File: src/rtl/fetch_unit.sv
// Instruction fetch stage: owns the PC, issues one imem read per instruction and
// holds the fetched word in a registered instruction register. Optional
// misaligned-redirect fault logic is enabled with `define FETCH_ALIGN_CHECK_EN.
module fetch_unit #(
  parameter logic [31:0] RESET_PC = 32'h0000_0000,
  parameter logic [31:0] NOP_INSN = 32'h0000_0013
) (
  input  logic        clk,
  input  logic        resetn,
  output logic        imem_req_valid,
  input  logic        imem_req_ready,
  output logic [31:0] imem_addr,
  input  logic        imem_rsp_valid,
  input  logic [31:0] imem_rsp_data,
  input  logic        redirect_valid,
  input  logic [31:0] redirect_pc,
  output logic        inst_valid,
  input  logic        inst_ready,
  output logic [31:0] inst,
  output logic [31:0] inst_pc,
  output logic [31:0] inst_pc_plus4,
  output logic        fetch_fault,
  output logic [31:0] fault_pc
);

  typedef enum logic [1:0] {REQ, WAIT, OUT, FAULT} state_t;

  state_t      state;
  logic [31:0] pc;
  logic        drop;
  logic        req_valid_q;
  logic        inst_valid_q;
  logic [31:0] inst_q;
  logic [31:0] inst_pc_q;
  logic [31:0] redirect_target;

  assign redirect_target = redirect_pc & 32'hFFFF_FFFC;

`ifdef FETCH_ALIGN_CHECK_EN
  logic        fault_q;
  logic [31:0] fault_pc_q;
  logic        bad_redirect;

  assign bad_redirect = redirect_valid && (redirect_pc[1:0] != 2'b00) && (state != FAULT);
  assign fetch_fault  = fault_q;
  assign fault_pc     = fault_pc_q;
`else
  assign fetch_fault  = 1'b0;
  assign fault_pc     = 32'h0000_0000;
`endif

  // A redirect takes priority over every handshake seen in the same cycle.
  always_ff @(posedge clk or negedge resetn) begin
    if (!resetn) begin
      state        <= REQ;
      pc           <= RESET_PC;
      drop         <= 1'b0;
      req_valid_q  <= 1'b1;
      inst_valid_q <= 1'b0;
      inst_q       <= NOP_INSN;
      inst_pc_q    <= RESET_PC;
`ifdef FETCH_ALIGN_CHECK_EN
      fault_q      <= 1'b0;
      fault_pc_q   <= 32'h0000_0000;
`endif
    end else begin
`ifdef FETCH_ALIGN_CHECK_EN
      if (bad_redirect) begin
        state        <= FAULT;
        drop         <= 1'b0;
        req_valid_q  <= 1'b0;
        inst_valid_q <= 1'b0;
        fault_q      <= 1'b1;
        fault_pc_q   <= redirect_pc;
      end else
`endif
      begin
        case (state)
          REQ: begin
            if (redirect_valid) pc <= redirect_target;
            if (imem_req_ready) begin
              state       <= WAIT;
              req_valid_q <= 1'b0;
              drop        <= redirect_valid;
            end
          end
          WAIT: begin
            if (imem_rsp_valid) begin
              if (redirect_valid || drop) begin
                state       <= REQ;
                req_valid_q <= 1'b1;
                drop        <= 1'b0;
                if (redirect_valid) pc <= redirect_target;
              end else begin
                state        <= OUT;
                inst_valid_q <= 1'b1;
                inst_q       <= imem_rsp_data;
                inst_pc_q    <= pc;
                pc           <= pc + 32'd4;
              end
            end else if (redirect_valid) begin
              pc   <= redirect_target;
              drop <= 1'b1;
            end
          end
          OUT: begin
            if (redirect_valid) begin
              state        <= REQ;
              req_valid_q  <= 1'b1;
              inst_valid_q <= 1'b0;
              inst_q       <= NOP_INSN;
              pc           <= redirect_target;
            end else if (inst_ready) begin
              state        <= REQ;
              req_valid_q  <= 1'b1;
              inst_valid_q <= 1'b0;
            end
          end
          FAULT: begin
            req_valid_q  <= 1'b0;
            inst_valid_q <= 1'b0;
          end
        endcase
      end
    end
  end

  assign imem_req_valid = req_valid_q;
  assign imem_addr      = pc;
  assign inst_valid     = inst_valid_q;
  assign inst           = inst_q;
  assign inst_pc        = inst_pc_q;
  assign inst_pc_plus4  = inst_pc_q + 32'd4;

endmodule

File: config.mk
export PLATFORM = sky130hd
export DESIGN_NAME = fetch_unit
export DESIGN_NICKNAME = d
export VERILOG_FILES = /design/src/rtl/fetch_unit.sv
export SDC_FILE = /design/constraint.sdc
export NUM_CORES = 1
export LEC_CHECK = 0
export ABC_AREA = 0
export BUFFER_PORTS_ARGS = -buffer_cell sky130_fd_sc_hd__buf_2
export CELL_PAD_IN_SITES_DETAIL_PLACEMENT = 2
export CELL_PAD_IN_SITES_GLOBAL_PLACEMENT = 2
export CORE_UTILIZATION = 28
export CTS_CLUSTER_DIAMETER = 60
export DETAILED_ROUTE_END_ITERATION = 12
export HOLD_SLACK_MARGIN = 0.1
export PLACE_DENSITY_LB_ADDON = 0.1
export RECOVER_POWER = 100
export SYNTH_ARGS = -nofsm -noshare
export SYNTH_HDL_FRONTEND = slang
export SYNTH_SLANG_ARGS = --single-unit
File: constraint.sdc
create_clock -name clk -period 2.4 [get_ports clk]
set_input_delay 0.36 -clock clk [delete_from_list [all_inputs] [get_ports clk]]
set_output_delay 0.36 -clock clk [all_outputs]
set_load 0.01 [all_outputs]
==> flow_summary.ini <==
[layout]
fin_nets = 861
drive_gt1_share_pct = 38.4
layout_commonest_cell = buf_2
diodes = 0
layout_common_cells = 155 x buf_2, 87 x dfrtp_1, 53 x buf_4
final_cell_area_um2 = 7390
fin_util_pct = 38.9
multi_input_area_um2 = 2790
area_delta_synth_final_pct = 34.1
seq_area_um2 = 2540
fill_cells = 2187

[critical_path]
crit_path_top_delay_cell = dfrtp_2
cp_max_fo = 4
cp-start-kind = flip-flop
crit_type = flip-flop to output port
critical_path.top_delay_family = simple AND/OR/NAND/NOR gates
critPathMaxStageDelay_ps = 420
crit_chain = ha_2 -> and3_4 -> nand3_4 -> nor3_4 -> nand2_1 -> xnor2_1 -> buf_2
crit_required_ps = 2040
arrival_ps = 1990
cp.buffers_inverters = 1
cp-end-kind = output port

[power_and_ir_drop]
vdd_drop_max_uv = 421
total_leakage_power_nw = 3.39
power_density_nw_per_um2 = 1220

[route]
wl_per_cell_um = 19.2
drt-total-wl_mm = 20.1
postRouteAntennaNets = 0
routed.top_layer = met4
avgViaCountPerCell = 4.97
drtPass1Iterations = 4
wl_met1_mm = 8.84
dr.first_iter.drc_count = 214
drc = 0
routed-via-count = 5217
wl_met3_um = 865
met2_length_mm = 10.1

[place]
io_buffers = 197
finalWeightedCongestion = 0.787
dp_slack_ps = 21.2
placed_cell_area_um2 = 6900
post-dp-hpwl_mm = 15.2

[cts]
cts_num_sinks = 101
clk_latency_ps = 360
cts-root-buf = clkbuf_16
cts_tree = built
cts_buffer_depth = 2
cts_buffers = 9
htreeDepth = 3
clk_pin_slew_ps = 70

[sta]
hold_viol_final = 0
setup_ws_ps = 48.8
setup_viol = 0
max_freq_ghz = 0.425
rsz0062_at_grt = yes
slew_viol_final = 0
worst_pin_slew_ps = 1090
min_period_ps = 2350
final.period_utilization_pct = 98.0
skew_ps = 5.61
slew_headroom_pct = 27.5

[floorplan]
die_y_um = 142
pin_count = 233
start_util_pct = 29.0
dieArea_um2 = 20300
core_area_um2 = 19000
die_width_um = 142
row_count = 50

[yosys]
postSynth.asyncResetShare_pct = 100
syn_inst = 543
synth_top_cell_by_area = dfrtp_1
ys_warn_count = 0
yosys.area.top_type_share_pct = 44.0
synth_area_um2 = 5510
syn_area_per_cell_um2 = 10.2
ys.flop_type = dfrtp_1
synth.distinct_cells = 63
ys_seq_area_share_pct = 45.9
ys_ff_latch = 101
synthTopCellsByArea = dfrtp_1 44%, mux2_2 6.7%, buf_4 4.9%, a22o_1 4.6%, xnor2_1 3.0%
synth-edff-count = 0

[hold_path]
hp-class = input pin to flip-flop

[global_routing]
grt_usage_pct = 20.2
grt_max_degree = 44
antenna_found_initial = 0
grt_pass1_vias = 5702
gr-total-overflow = 0
grt_pass1_wl_mm = 31.6

[outcome]
outcome = finished, final reports clean

[job]
drv_cap = 0
-- kinds of logic (layout without fill, tap and decap cells) --
kind of cell    after synthesis  after routing  synth area share [%]
buf+inv                      70            284                  7.58
other cells                   1             33                0.0680
fa+ha+maj                     7              7                  1.59
compound gates              125            125                  15.7
mux                          41             41                  8.19
flops                       101            101                  45.9
simple gates                170            170                  16.5
xor+xnor                     28             28                  4.45
-- cells in the mapped netlist (all sizes together) (9+ instances only) --
master,number
nand2,35
dfrtp,97
a22o,29
buf,45
xnor2,19
clkbuf,15
xor2,9
a21oi,22
nand4,16
nand3,24
o22ai,9
and3,9
o21ai,28
and4,9
nor3,17
nor2,32
mux2,33
inv,9
-- area by class of cell --
cell class | instances | area share [%]
Tap cell | 260 | 4.40
Sequential cell | 101 | 34.4
Inverter | 10 | 0.508
Timing Repair Buffer | 258 | 19.1
Multi-Input combinational cell | 404 | 37.8
Clock buffer | 9 | 3.05
Clock inverter | 7 | 0.761
-- path summary, 6_finish.rpt --
path	from	end	slack [ps]	cells past startpoint
worst max-delay path	inst_pc[3]	inst_pc_plus4[30]	50	7
worst min-delay path	imem_rsp_data[22]	inst[22]	220	2
worst max register to register	state[0]	imem_addr[23]	230	9
worst min register to register	inst[9]	inst[9]	500	1
max in group asynchronous	resetn	inst_pc[7]	360	3
min in group asynchronous	resetn	inst_pc[10]	730	2
-- where the power goes --
group	internal [mW]	switching, mW	leakage (nW)
registers	2.45	0.852	1.21
logic	1.97	2.30	2.03
clock network	0.719	0.706	0.137
total	5.14	3.86	3.39
-- state kept, by name (all words and copies together) (netlist names) --
signal	flops
imem_addr	32
inst	32
inst_pc	32
state	2
drop	1
imem_req_valid	1
inst_valid	1
-- routing by layer --
metal  track usage (%)  vias up
met3              3.13       21
met1              25.6     2630
met5                 0        -
met2              35.1      147
met4              6.23        0
li1                  -     2419
-- metrics by stage --
| step | std cells | power, mW | hold WS [ps] | setup TNS (ps) |
|---|---|---|---|---|
| after global placement | 1011 | 7.21 | 395 | 0 |
| after detailed placement | 1011 | 7.43 | 399 | 0 |
| after floorplan | 575 | 5.43 | 64.4 | 0 |
| after global routing | 1049 | 9.67 | 213 | -189 |
| final | 1049 | 9.00 | 224 | 0 |
| after CTS | 1035 | 9.03 | 212 | 0 |
-- repair_timing --
item,in CTS,in global routing
hold buffers,1,0
buffers inserted,7,14
cloned,0,0
resized for setup,18,18
endpoints found under the setup margin,20,21
pin swaps,1,11
hold endpoints to repair,36,0
Note: power is estimated with default switching activity, not from simulation.
